===== src/rtl/pipeline_hazard_ctrl_if.sv =====
// Stall/flush control bundle between the decode-side hazard sequencer and the pipeline.
// HAZARD_STATS_EN adds the StallCycles/FreezeCycles counters.
interface pipeline_hazard_ctrl_if #(
  parameter int REG_ADDR_W = 5
);
  logic [REG_ADDR_W-1:0] IdRs;
  logic [REG_ADDR_W-1:0] IdRt;
  logic                  IdUsesRt;
  logic                  IdMulDivStart;
  logic                  IdReadsHiLo;
  logic                  ExMemRead;
  logic [REG_ADDR_W-1:0] ExRt;
  logic                  ExBranchTaken;
  logic                  MemReq;
  logic                  MemReady;
  logic                  PcEn;
  logic                  IfIdEn;
  logic                  IdExEn;
  logic                  ExMemEn;
  logic                  MemWbEn;
  logic                  IfIdFlush;
  logic                  IdExFlush;
  logic                  MulDivBusy;
`ifdef HAZARD_STATS_EN
  logic [31:0]           StallCycles;
  logic [31:0]           FreezeCycles;
`endif

  modport slave (
    input  IdRs, IdRt, IdUsesRt, IdMulDivStart, IdReadsHiLo,
    input  ExMemRead, ExRt, ExBranchTaken, MemReq, MemReady,
`ifdef HAZARD_STATS_EN
    output StallCycles, FreezeCycles,
`endif
    output PcEn, IfIdEn, IdExEn, ExMemEn, MemWbEn, IfIdFlush, IdExFlush, MulDivBusy
  );

  modport master (
    output IdRs, IdRt, IdUsesRt, IdMulDivStart, IdReadsHiLo,
    output ExMemRead, ExRt, ExBranchTaken, MemReq, MemReady,
`ifdef HAZARD_STATS_EN
    input  StallCycles, FreezeCycles,
`endif
    input  PcEn, IfIdEn, IdExEn, ExMemEn, MemWbEn, IfIdFlush, IdExFlush, MulDivBusy
  );
endinterface


===== src/rtl/pipeline_hazard_ctrl.sv =====
// Stall/flush sequencer for the 5-stage MIPS pipeline: load-use, mult/div occupancy,
// data-memory wait states and taken branches. Optional counters under HAZARD_STATS_EN.
module pipeline_hazard_ctrl #(
  parameter int MULDIV_CYCLES = 32,
  parameter int REG_ADDR_W    = 5
) (
  input logic                    Clk,
  input logic                    Rst_n,
  pipeline_hazard_ctrl_if.slave  hz
);
  typedef enum logic [1:0] {RUN, MEM_WAIT} state_t;

  state_t     state;
  logic [7:0] md_cnt;
  logic       freeze, load_use, md_haz, issue;
  logic       pc_en, if_id_en, id_ex_en, ex_mem_en, mem_wb_en, if_id_flush, id_ex_flush;

  assign freeze   = hz.MemReq & ~hz.MemReady;
  assign load_use = hz.ExMemRead & (hz.ExRt != '0) &
                    ((hz.ExRt == hz.IdRs) | (hz.IdUsesRt & (hz.ExRt == hz.IdRt)));
  assign md_haz   = (md_cnt != 8'd0) & (hz.IdReadsHiLo | hz.IdMulDivStart);

  // Reset clocks bubbles in; otherwise freeze > branch squash > ID stall.
  always_comb begin
    pc_en       = 1'b1;
    if_id_en    = 1'b1;
    id_ex_en    = 1'b1;
    ex_mem_en   = 1'b1;
    mem_wb_en   = 1'b1;
    if_id_flush = 1'b0;
    id_ex_flush = 1'b0;
    if (!Rst_n) begin
      if_id_flush = 1'b1;
      id_ex_flush = 1'b1;
    end else if (freeze) begin
      pc_en     = 1'b0;
      if_id_en  = 1'b0;
      id_ex_en  = 1'b0;
      ex_mem_en = 1'b0;
      mem_wb_en = 1'b0;
    end else if (hz.ExBranchTaken) begin
      if_id_flush = 1'b1;
      id_ex_flush = 1'b1;
    end else if (md_haz | load_use) begin
      pc_en       = 1'b0;
      if_id_en    = 1'b0;
      id_ex_flush = 1'b1;
    end
  end

  assign issue = hz.IdMulDivStart & id_ex_en & ~id_ex_flush;

  always_ff @(posedge Clk or negedge Rst_n) begin
    if (!Rst_n) begin
      state  <= RUN;
      md_cnt <= 8'd0;
    end else begin
      case (state)
        RUN:      if (freeze) state <= MEM_WAIT;
        MEM_WAIT: if (hz.MemReady || !hz.MemReq) state <= RUN;
        default:  state <= RUN;
      endcase
      if (issue)                md_cnt <= 8'(MULDIV_CYCLES);
      else if (md_cnt != 8'd0)  md_cnt <= md_cnt - 8'd1;
    end
  end

  assign hz.PcEn       = pc_en;
  assign hz.IfIdEn     = if_id_en;
  assign hz.IdExEn     = id_ex_en;
  assign hz.ExMemEn    = ex_mem_en;
  assign hz.MemWbEn    = mem_wb_en;
  assign hz.IfIdFlush  = if_id_flush;
  assign hz.IdExFlush  = id_ex_flush;
  assign hz.MulDivBusy = (md_cnt != 8'd0);

`ifdef HAZARD_STATS_EN
  logic [31:0] stall_cnt, freeze_cnt;

  always_ff @(posedge Clk or negedge Rst_n) begin
    if (!Rst_n) begin
      stall_cnt  <= '0;
      freeze_cnt <= '0;
    end else begin
      if (!pc_en && stall_cnt != '1)  stall_cnt  <= stall_cnt + 32'd1;
      if (freeze && freeze_cnt != '1) freeze_cnt <= freeze_cnt + 32'd1;
    end
  end

  assign hz.StallCycles  = stall_cnt;
  assign hz.FreezeCycles = freeze_cnt;
`endif
endmodule


===== src/flat_wrapper.sv =====
// flat-port wrapper written by rule: the top's interface ports become plain ports
module pipeline_hazard_ctrl_flat 
#(
  parameter int MULDIV_CYCLES = 32,
  parameter int REG_ADDR_W    = 5
)
  (Clk, Rst_n, hz_IdRs, hz_IdRt, hz_IdUsesRt, hz_IdMulDivStart, hz_IdReadsHiLo, hz_ExMemRead, hz_ExRt, hz_ExBranchTaken, hz_MemReq, hz_MemReady, hz_PcEn, hz_IfIdEn, hz_IdExEn, hz_ExMemEn, hz_MemWbEn, hz_IfIdFlush, hz_IdExFlush, hz_MulDivBusy);
  pipeline_hazard_ctrl_if #(.REG_ADDR_W(REG_ADDR_W)) hz_i ();
  input logic Clk;
  input logic Rst_n;
  input wire logic [$bits(hz_i.IdRs)-1:0] hz_IdRs;
  input wire logic [$bits(hz_i.IdRt)-1:0] hz_IdRt;
  input wire logic [$bits(hz_i.IdUsesRt)-1:0] hz_IdUsesRt;
  input wire logic [$bits(hz_i.IdMulDivStart)-1:0] hz_IdMulDivStart;
  input wire logic [$bits(hz_i.IdReadsHiLo)-1:0] hz_IdReadsHiLo;
  input wire logic [$bits(hz_i.ExMemRead)-1:0] hz_ExMemRead;
  input wire logic [$bits(hz_i.ExRt)-1:0] hz_ExRt;
  input wire logic [$bits(hz_i.ExBranchTaken)-1:0] hz_ExBranchTaken;
  input wire logic [$bits(hz_i.MemReq)-1:0] hz_MemReq;
  input wire logic [$bits(hz_i.MemReady)-1:0] hz_MemReady;
  output wire logic [$bits(hz_i.PcEn)-1:0] hz_PcEn;
  output wire logic [$bits(hz_i.IfIdEn)-1:0] hz_IfIdEn;
  output wire logic [$bits(hz_i.IdExEn)-1:0] hz_IdExEn;
  output wire logic [$bits(hz_i.ExMemEn)-1:0] hz_ExMemEn;
  output wire logic [$bits(hz_i.MemWbEn)-1:0] hz_MemWbEn;
  output wire logic [$bits(hz_i.IfIdFlush)-1:0] hz_IfIdFlush;
  output wire logic [$bits(hz_i.IdExFlush)-1:0] hz_IdExFlush;
  output wire logic [$bits(hz_i.MulDivBusy)-1:0] hz_MulDivBusy;
  assign hz_i.IdRs = hz_IdRs;
  assign hz_i.IdRt = hz_IdRt;
  assign hz_i.IdUsesRt = hz_IdUsesRt;
  assign hz_i.IdMulDivStart = hz_IdMulDivStart;
  assign hz_i.IdReadsHiLo = hz_IdReadsHiLo;
  assign hz_i.ExMemRead = hz_ExMemRead;
  assign hz_i.ExRt = hz_ExRt;
  assign hz_i.ExBranchTaken = hz_ExBranchTaken;
  assign hz_i.MemReq = hz_MemReq;
  assign hz_i.MemReady = hz_MemReady;
  assign hz_PcEn = hz_i.PcEn;
  assign hz_IfIdEn = hz_i.IfIdEn;
  assign hz_IdExEn = hz_i.IdExEn;
  assign hz_ExMemEn = hz_i.ExMemEn;
  assign hz_MemWbEn = hz_i.MemWbEn;
  assign hz_IfIdFlush = hz_i.IfIdFlush;
  assign hz_IdExFlush = hz_i.IdExFlush;
  assign hz_MulDivBusy = hz_i.MulDivBusy;
  pipeline_hazard_ctrl #(.MULDIV_CYCLES(MULDIV_CYCLES), .REG_ADDR_W(REG_ADDR_W)) u_core (.Clk(Clk), .Rst_n(Rst_n), .hz(hz_i));
endmodule

===== config.mk =====
export PLATFORM = sky130hd
export DESIGN_NAME = pipeline_hazard_ctrl_flat
export DESIGN_NICKNAME = d
export VERILOG_FILES = /design/src/rtl/pipeline_hazard_ctrl_if.sv /design/src/rtl/pipeline_hazard_ctrl.sv /design/src/flat_wrapper.sv
export SDC_FILE = /design/constraint.sdc
export NUM_CORES = 1
export LEC_CHECK = 0
export BUFFER_PORTS_ARGS = -buffer_cell sky130_fd_sc_hd__buf_2
export CAP_MARGIN = 5
export CORE_UTILIZATION = 43
export CTS_BUF_LIST = sky130_fd_sc_hd__clkbuf_16
export DETAILED_ROUTE_END_ITERATION = 7
export GPL_ROUTABILITY_DRIVEN = 0
export HOLD_SLACK_MARGIN = 0.05
export PLACE_DENSITY_LB_ADDON = 0.25
export SLEW_MARGIN = 30
export SYNTH_ARGS = -nofsm -noshare
export SYNTH_HDL_FRONTEND = slang
export SYNTH_SLANG_ARGS = --single-unit

===== constraint.sdc =====
create_clock -name Clk -period 3.61 [get_ports Clk]
set_input_delay 0.361 -clock Clk [delete_from_list [all_inputs] [get_ports Clk]]
set_output_delay 0.361 -clock Clk [all_outputs]
set_load 0.1 [all_outputs]

==> results of run 1 <==
-- cells in the mapped netlist, types with 3 or more instances --
library cell / n / area share [%]
xnor2_1: 14 / 17
nand3_1: 4 / 2.8
o21ai_1: 3 / 2.1
dfrtp_1: 8 / 28
nand2_1: 7 / 3.7
buf_4: 3 / 3.2
nor2_1: 5 / 2.7
-- worst max-delay path, delay by kind of cell (launching register included) --
family / cells / cell delay, ns
adders and majority gates: 1 / 0.19
buffers and inverters: 2 / 0.54
DFF: 1 / 0.40
AOI/OAI and AO/OA: 2 / 0.34
and+or+nand+nor: 2 / 0.49
-- timing repair --
action | 4_1_cts | 5_1_grt
hold buffers | 1 | 0
setup endpoints to repair | 0 | 0
setup buffers | 0 | 0
hold endpoints to repair | 8 | 0
-- kinds of logic (layout without fill, tap and decap cells) --
group                      Yosys count  after routing
AOI/OAI and AO/OA                   17             17
xor gates and xnor gates            14             14
adders and majority gates            2              2
buffers and inverters                5             37
DFF                                  8              8
muxes                                1              1
and+or+nand+nor                     32             32
-- worst min-delay path by stage --
stage / start / cells past startpoint / to
2_1_floorplan: Rst_n / 0 / u_core.md_cnt[0]
6_report: hz_ExBranchTaken / 3 / u_core.md_cnt[0]
4_1_cts: hz_ExBranchTaken / 3 / u_core.md_cnt[0]
5_1_grt: hz_ExBranchTaken / 3 / u_core.md_cnt[0]
3_5_place_dp: Rst_n / 1 / u_core.md_cnt[6]
3_3_place_gp: Rst_n / 1 / u_core.md_cnt[6]
-- power groups by stage --
stage          logic [mW]  registers [mW]  clock network (mW)
6_report            0.273           0.203               0.186
5_1_grt             0.306           0.211               0.192
4_1_cts             0.275           0.203               0.190
3_5_place_dp        0.273           0.204                   0
3_3_place_gp        0.264           0.201                   0
2_1_floorplan       0.225           0.189                   0
-- layer usage --
metal	global-route usage (%)	vias up
met2	29.5	23
met3	3.88	4
met4	18.8	0
li1	-	358
met5	0	-
met1	23.9	314
-- per-stage QoR --
step                instance area (um2)  instances  hold slack, ns
floorplan                           703         79          0.0654
global placement                    856        123           0.236
detailed placement                  856        123           0.237
CTS                                 941        127           0.445
global route                        941        127           0.469
finish                              941        127           0.450
-- final cells by class --
| cell class | count | area (um2) |
|---|---|---|
| fill | 133 | 583 |
| timing repair buffer | 32 | 165 |
| tap | 16 | 20.0 |
| clock buffer | 3 | 75.1 |
| sequential | 8 | 200 |
| inverter | 2 | 7.51 |
| multi-input combinational | 66 | 473 |
==> impl_metrics.py, run 1 <==
metrics = {
    "sta": {
        "hold_viol_final": 0,
        "max_slew_margin_pct": 64.8,
        "fmax_mhz": 392,
        "skew_ns": 0.00222,
        "fin_crit_sh_pct": 70.7,
        "min_period_ns": 2.55,
        "setup_ws_ns": 1.06,
        "tightestPinTransition_ns": 0.523,
        "setup-tns-final_ns": 0,
        "setup_viol": 0,
        "rsz0062_at_grt": "no",
        "slew_violations": 0,
    },
    "clock_network": {
        "worstSkewPairLatency_ns": 0.23,
        "numCtsBuffers": 3,
        "cts_tree": "built",
        "cts_resized": 0,
        "clk_pin_slew_ns": 0.04,
        "numClockSinks": 8,
        "clk_path_buf_depth": 2,
        "htreeDepth": 1,
        "cts_root_buf": "clkbuf_16",
    },
    "hold_path": {
        "hold_path.class": "in2reg",
    },
    "power_and_ir_drop": {
        "p_clk_share_pct": 28.1,
        "internal-power_mw": 0.398,
        "seq_power_share_pct": 30.7,
        "fin_total_pwr_mw": 0.663,
        "vdd_drop_max_v": 0.000314,
        "p_sw_share_pct": 40.0,
        "p_sw_mw": 0.265,
        "powerDensity_nw_per_um2": 704,
        "power.static_leakage_nw": 0.386,
        "p_comb_share_pct": 41.2,
    },
    "synthesis": {
        "ys_seq_elements": 8,
        "async_flop_share_pct": 100,
        "syn-num-nets": 105,
        "synth_fa_ha_area_share_pct": 3.56,
        "synth_xor_xnor_area_share_pct": 17.4,
        "synth_simple_gate_area_share_pct": 27.9,
        "synth_compound_gate_area_share_pct": 16.7,
        "yosys.cell_types.count": 34,
        "synth_seq_area_share_pct": 28.5,
        "ys_warn_count": 0,
        "synth_top_family_by_area": "simple AND/OR/NAND/NOR gates",
        "netlist_instances": 79,
        "syn-cell-area_um2": 703,
        "synth-edff-count": 0,
        "synth_mux_area_share_pct": 1.60,
        "avgSynthCellArea_um2": 8.90,
        "synth_ff_type": "dfrtp_1",
    },
    "outcome": {
        "status": "completed",
    },
    "final_layout": {
        "layout_common_cells": "buf_2 (31), xnor2_1 (14), dfrtp_1 (8)",
        "reg_top3": "u_core.md_cnt x8",
        "fin_util_pct": 61.7,
        "largest_reg_flops": 8,
        "synthToLayoutAreaGrowth_pct": 33.8,
        "nets": 139,
        "regMostFlops": "u_core.md_cnt",
        "final_common_cell": "buf_2",
        "diodes": 0,
        "drive_above_1_share_pct": 34.2,
    },
    "floorplanning": {
        "die_y_um": 42.4,
        "rows": 14,
        "io_pins": 32,
        "fp.dieW_um": 42.4,
        "initial_utilization_pct": 46.1,
        "dieArea_um2": 1800,
        "core_um2": 1520,
    },
    "place": {
        "port_buffers": 31,
        "place_hpwl_um": 1200,
        "preCtsSetupSlack_ns": 1.31,
    },
    "setup_path": {
        "cp-startpoint": "u_core.md_cnt[0]",
        "worstSetupStartpointType": "register",
        "criticalPathCategory": "reg2out",
        "crit_end": "hz_PcEn",
        "cpMaxStageDelayCell": "buf_2",
        "worst_r2r_path_depth": 6,
        "end_kind": "output pin",
        "r2r-end": "u_core.md_cnt[1]",
        "reg2reg_slack_ns": 1.82,
        "r2r-start": "u_core.md_cnt[0]",
        "path_max_fanout": 6,
        "cp.required_ns": 3.25,
        "arrival_ns": 2.19,
        "max_stage_delay_ns": 0.42,
        "path_cells": "inv_1 -> ha_1 -> nor3b_2 -> a21oi_1 -> nand2_1 -> o211a_1 -> buf_2",
    },
    "job": {
        "maxCapViolCount": 0,
    },
    "detailed_routing": {
        "via_count": 699,
        "met2WireLength_um": 672,
        "ant_nets": 0,
        "avgViaCountPerCell": 5.50,
        "wl_met3_um": 59,
        "dr.pass1.iters": 4,
        "wl_per_cell_um": 11.9,
        "routed_wl_um": 1510,
        "top_layer_used": "met4",
        "drt-initial-drc-count": 4,
        "met1_length_um": 714,
        "drc_errors": 0,
    },
    "global_route": {
        "grt_antenna_before_repair": 0,
        "grt_pass1_vias": 607,
        "grt_first_pass_wirelength_um": 2560,
        "grt_max_degree": 12,
        "grt.total_usage_pct": 20.0,
        "grt_remaining_overflow": 0,
    },
}
Note: power is estimated with default switching activity, not from simulation.
==> inputs of run 2 (changes only) <==
- ABC_AREA: default -> 1
- CORE_UTILIZATION: 43 -> 42
- clock period: 3.61 -> 2.31 ns (I/O delays scaled with it)
==> impl_metrics.py, run 2 <==
metrics = {
    "detailed_routing": {
        "drc_errors": 0,
        "via_count": 782,
        "drt-initial-drc-count": 6,
        "avgViaCountPerCell": 4.44,
        "ant_nets": 0,
        "wl_per_cell_um": 8.62,
        "dr.pass1.iters": 3,
        "routed_wl_um": 1520,
    },
    "synthesis": {
        "yosysMostFrequentCell": "nand2_1",
        "yosys.cell_types.count": 24,
        "ys_seq_elements": 8,
        "ys_warn_count": 0,
        "synth_compound_gate_area_share_pct": 7.68,
        "synth_seq_area_share_pct": 25.6,
        "synth_top_area_share_pct": 25.6,
        "avgSynthCellArea_um2": 6.57,
        "syn-num-nets": 145,
        "synth-edff-count": 0,
        "async_flop_share_pct": 100,
        "synth_mux_area_share_pct": 0,
        "synth_top_family_by_area": "simple AND/OR/NAND/NOR gates",
        "synth_top_cells_by_area": "dfrtp_1 (26%), nand2_1 (17%), inv_1 (12%)",
        "netlist_instances": 119,
        "synth_simple_gate_area_share_pct": 37.3,
        "syn-cell-area_um2": 782,
        "synth_ff_type": "dfrtp_1",
        "synth_fa_ha_area_share_pct": 3.20,
        "synth_area_leader_cell": "dfrtp_1",
        "synth_common_cells": "nand2_1 (35), inv_1 (26), nor2_1 (12), dfrtp_1 (8), inv_2 (5)",
        "synth_xor_xnor_area_share_pct": 7.68,
    },
    "power_and_ir_drop": {
        "vdd_drop_max_v": 0.000645,
        "power.static_leakage_nw": 0.632,
        "powerDensity_nw_per_um2": 876,
    },
    "clock_network": {
        "cts_hold_repair.buffers": 1,
        "worstSkewPairLatency_ns": 0.23,
        "clk_pin_slew_ns": 0.04,
        "cts_resized": 0,
        "numClockSinks": 8,
        "cts_root_buf": "clkbuf_16",
        "htreeDepth": 1,
        "numCtsBuffers": 3,
        "clk_path_buf_depth": 2,
        "postCtsSetupRepairBufs": 0,
        "cts_tree": "built",
    },
    "sta": {
        "fin_crit_sh_pct": 94.7,
        "skew_ns": 0.00168,
        "min_period_ns": 2.19,
        "setup_ws_ns": 0.122,
        "slew_violations": 0,
        "setup-tns-final_ns": 0,
        "setup_viol": 0,
        "hold_viol_final": 0,
        "max_slew_margin_pct": 67.7,
        "fmax_mhz": 457,
        "rsz0062_at_grt": "no",
        "tightestPinTransition_ns": 0.487,
    },
    "setup_path": {
        "criticalPathCategory": "reg2out",
        "reg2reg_slack_ns": 0.77,
        "path_max_fanout": 5,
        "cp.required_ns": 2.08,
        "worst_r2r_path_depth": 9,
        "r2r-end": "u_core.md_cnt[0]",
        "end_kind": "output pin",
        "arrival_ns": 1.96,
        "r2r-start": "u_core.md_cnt[0]",
        "worstSetupStartpointType": "register",
    },
    "place": {
        "preCtsSetupSlack_ns": 0.356,
        "port_buffers": 31,
        "place_hpwl_um": 1300,
    },
    "floorplanning": {
        "fp.dieW_um": 45.2,
        "die_y_um": 45.2,
        "rows": 15,
        "io_pins": 32,
        "core_um2": 1730,
        "dieArea_um2": 2040,
        "initial_utilization_pct": 45.3,
    },
    "final_layout": {
        "fillerInstances": 161,
        "final_common_cell": "nand2_1",
        "regMostFlops": "u_core.md_cnt",
        "largest_reg_flops": 8,
        "synthToLayoutAreaGrowth_pct": 39.4,
        "drive_above_1_share_pct": 34.4,
        "diodes": 0,
        "layout_common_cells": "nand2_1 (35), buf_2 (29), inv_1 (26)",
        "reg_top3": "u_core.md_cnt x8",
        "nets": 179,
    },
    "global_route": {
        "grt_first_pass_wirelength_um": 2620,
        "grt_remaining_overflow": 0,
        "grt.total_usage_pct": 18.4,
        "grt_antenna_before_repair": 0,
        "grt_max_degree": 11,
        "grt_pass1_vias": 672,
    },
    "hold_path": {
        "hold_path_end": "u_core.md_cnt[5]",
        "hold_depth": 4,
        "hold_path.class": "in2reg",
        "hold_start": "hz_IdReadsHiLo",
    },
    "outcome": {
        "status": "completed",
    },
    "job": {
        "maxCapViolCount": 0,
    },
}
[run 2: final cells by class]
class	instances	area, um2	area share, %
Inverter	32	123	11.3
Clock buffer	3	75.1	6.89
Timing Repair Buffer	32	195	17.9
Sequential cell	8	200	18.4
Tap cell	25	31.3	2.87
Multi-Input combinational cell	76	465	42.7
[run 2: layer usage]
| metal | vias to the layer above | share of wire [%] | global-route usage, % |
|---|---|---|---|
| li1 | 411 | - | - |
| met1 | 342 | 44 | 20.9 |
| met2 | 24 | 48 | 29.9 |
| met3 | 5 | 6.1 | 7.20 |
| met4 | 0 | 2.2 | 9.09 |
| met5 | - | 0 | 0 |
[run 2: how the worst max path moves through the flow]
| stage | from | slack [ns] | end | cells past startpoint |
|---|---|---|---|---|
| after global placement | u_core.md_cnt[0] | 0.40 | hz_PcEn | 9 |
| after detailed placement | u_core.md_cnt[0] | 0.36 | hz_IfIdEn | 9 |
| after global routing | u_core.md_cnt[0] | 0.007 | hz_PcEn | 9 |
| after floorplan | u_core.md_cnt[0] | -0.21 | hz_PcEn | 9 |
| final | u_core.md_cnt[0] | 0.12 | hz_IfIdEn | 9 |
| after CTS | u_core.md_cnt[0] | 0.10 | hz_IfIdEn | 9 |
[run 2: logic make-up (layout without fill, tap and decap cells)]
kind of cell | Yosys count | count (layout)
and+or+nand+nor | 59 | 59
buffers and inverters | 35 | 67
AOI/OAI and AO/OA | 9 | 9
DFF | 8 | 8
xor gates and xnor gates | 6 | 6
adders and majority gates | 2 | 2
[run 2: power breakdown]
group	switching [mW]	internal, mW
clock	0.0673	0.223
sequential	0.0531	0.210
combinational	0.257	0.144
total	0.377	0.578
[run 2: critical path: stages (launching register included)]
cell     delay [ns]
dfrtp_1        0.35
inv_1          0.16
ha_1           0.17
nand3_1        0.11
nor2_4         0.20
inv_4          0.08
o21ai_4        0.09
nand2_1        0.12
a21oi_4        0.23
buf_12         0.20
[run 2: stage by stage]
| stage | instance area, um2 | std cells | hold WS, ns | utilization [%] | power (mW) |
|---|---|---|---|---|---|
| floorplan | 815 | 119 | -0.0646 | - | 0.575 |
| global placement | 1000 | 172 | 0.0938 | 58.2 | 0.649 |
| detailed placement | 1000 | 172 | 0.0990 | 58.2 | 0.663 |
| CTS | 1090 | 176 | 0.370 | 63.1 | 0.965 |
| global route | 1090 | 176 | 0.406 | 63.1 | 1.02 |
| finish | 1090 | 176 | 0.374 | 63.1 | 0.955 |
==> inputs of run 3 (changes only) <==
- CORE_UTILIZATION: 42 -> 43
- clock period: 2.31 -> 2.5 ns (I/O delays scaled with it)
==> impl_metrics.py, run 3 (synthesis gave the netlist of run 2 again) <==
metrics = {
    "setup_path": {
        "worstSetupStartpointType": "register",
        "r2r-start": "u_core.md_cnt[0]",
        "path_depth": 9,
        "crit_family": "buffers and inverters",
        "worst_r2r_path_depth": 9,
        "path_max_fanout": 5,
        "r2r-end": "u_core.md_cnt[1]",
        "max_stage_delay_ns": 0.43,
        "crit_end": "hz_PcEn",
        "cp.required_ns": 2.25,
        "path_cells": "inv_1 -> ha_1 -> nand3_1 -> nor2_4 -> inv_4 -> o21ai_4 -> nand2_1 -> a21oi_2 -> buf_2",
        "cpMaxStageDelayCell": "buf_2",
        "end_kind": "output pin",
        "reg2reg_slack_ns": 0.99,
        "criticalPathCategory": "reg2out",
        "critPathBufInv": 3,
        "cp-startpoint": "u_core.md_cnt[0]",
        "arrival_ns": 2.03,
    },
    "detailed_routing": {
        "avgViaCountPerCell": 4.30,
        "drt-initial-drc-count": 19,
        "via_count": 757,
        "dr.pass1.iters": 4,
        "wl_per_cell_um": 8.88,
        "routed_wl_um": 1560,
        "ant_nets": 0,
        "drc_errors": 0,
    },
    "global_route": {
        "grt_first_pass_wirelength_um": 2630,
        "grt_remaining_overflow": 0,
        "grt_pass1_vias": 642,
        "grt_antenna_before_repair": 0,
        "grt_max_degree": 11,
        "grt.total_usage_pct": 18.1,
    },
    "job": {
        "maxCapViolCount": 0,
    },
    "sta": {
        "slew_violations": 0,
        "skew_ns": 0.00306,
        "tightestPinTransition_ns": 0.490,
        "setup_viol": 0,
        "rsz0062_at_grt": "no",
        "min_period_ns": 2.28,
        "fmax_mhz": 438,
        "fin_crit_sh_pct": 91.4,
        "hold_viol_final": 0,
        "setup_ws_ns": 0.216,
        "max_slew_margin_pct": 67.6,
    },
    "power_and_ir_drop": {
        "power.static_leakage_nw": 0.615,
        "p_comb_share_pct": 41.7,
        "vdd_drop_max_v": 0.000851,
        "internal-power_mw": 0.524,
        "p_sw_share_pct": 39.6,
        "p_clk_share_pct": 30.7,
        "powerDensity_nw_per_um2": 831,
        "seq_power_share_pct": 27.7,
        "p_sw_mw": 0.343,
    },
    "final_layout": {
        "final_common_cell": "nand2_1",
        "largest_reg_flops": 8,
        "regMostFlops": "u_core.md_cnt",
        "diodes": 0,
        "fillerInstances": 161,
        "synthToLayoutAreaGrowth_pct": 33.4,
        "layout_common_cells": "nand2_1 (35), buf_2 (31), inv_1 (26)",
        "drive_above_1_share_pct": 34.4,
        "nets": 179,
        "reg_top3": "u_core.md_cnt x8",
        "fin_util_pct": 61.1,
    },
    "floorplanning": {
        "die_y_um": 44.6,
        "rows": 15,
        "fp.dieW_um": 44.6,
        "dieArea_um2": 1990,
        "initial_utilization_pct": 45.8,
        "core_um2": 1710,
        "io_pins": 32,
    },
    "place": {
        "preCtsSetupSlack_ns": 0.447,
        "place_hpwl_um": 1230,
        "port_buffers": 31,
    },
    "outcome": {
        "status": "completed",
    },
    "clock_network": {
        "cts_tree": "built",
        "clk_path_buf_depth": 2,
        "clk_pin_slew_ns": 0.04,
        "postCtsSetupRepairBufs": 0,
        "cts_root_buf": "clkbuf_16",
        "htreeDepth": 1,
        "numCtsBuffers": 3,
        "worstSkewPairLatency_ns": 0.23,
        "numClockSinks": 8,
        "cts_hold_repair.buffers": 1,
        "cts_resized": 0,
    },
    "hold_path": {
        "hold_depth": 4,
        "hold_path.class": "in2reg",
    },
}
-- run 3: per-stage QoR --
step	hold slack [ns]	std cells	power, mW	setup TNS (ns)	instance area, um2
after floorplan	-0.0456	119	0.527	-0.465	795
after global placement	0.113	172	0.590	0	958
after detailed placement	0.118	172	0.595	0	958
after CTS	0.386	176	0.872	0	1040
after global routing	0.414	176	0.931	0	1040
final	0.381	176	0.867	0	1040
-- run 3: power groups by stage --
stage	logic (mW)	registers [mW]	clock network [mW]
6_report	0.361	0.240	0.266
5_1_grt	0.408	0.246	0.277
4_1_cts	0.363	0.239	0.269
2_1_floorplan	0.297	0.230	0
3_3_place_gp	0.350	0.239	0
3_5_place_dp	0.355	0.240	0
-- run 3: worst register-to-register path: stages, from the launching register on --
cell     delay (ns)
dfrtp_1        0.35
inv_1          0.15
ha_1           0.17
nand3_1        0.11
nor2_4         0.21
inv_4          0.08
o21ai_4        0.09
nand4_4        0.13
nand2_1        0.08
inv_1          0.04
-- run 3: worst min-delay path by stage --
stage | startpoint | endpoint | slack, ns
after global routing | hz_IdReadsHiLo | u_core.md_cnt[5] | 0.41
after detailed placement | Rst_n | u_core.md_cnt[4] | 0.12
after floorplan | Rst_n | u_core.md_cnt[0] | -0.05
after CTS | hz_IdReadsHiLo | u_core.md_cnt[5] | 0.39
after global placement | Rst_n | u_core.md_cnt[5] | 0.11
final | hz_IdReadsHiLo | u_core.md_cnt[5] | 0.38
-- run 3: metal layers --
layer | part of all wire (%) | vias to the layer above | global-route usage [%]
met1 | 49 | 321 | 23.6
met3 | 5.2 | 0 | 7.76
li1 | - | 415 | -
met2 | 45 | 21 | 27.9
met4 | 0 | 0 | 3.64
met5 | 0 | - | 0
-- run 3: area by class of cell --
class                      count  area (um2)  share of cell area [%]
inverter                      32         123                    11.8
tap                           25        31.3                    3.00
timing repair buffer          32         165                    15.8
sequential                     8         200                    19.2
multi-input combinational     76         449                    43.0
clock buffer                   3        75.1                    7.19
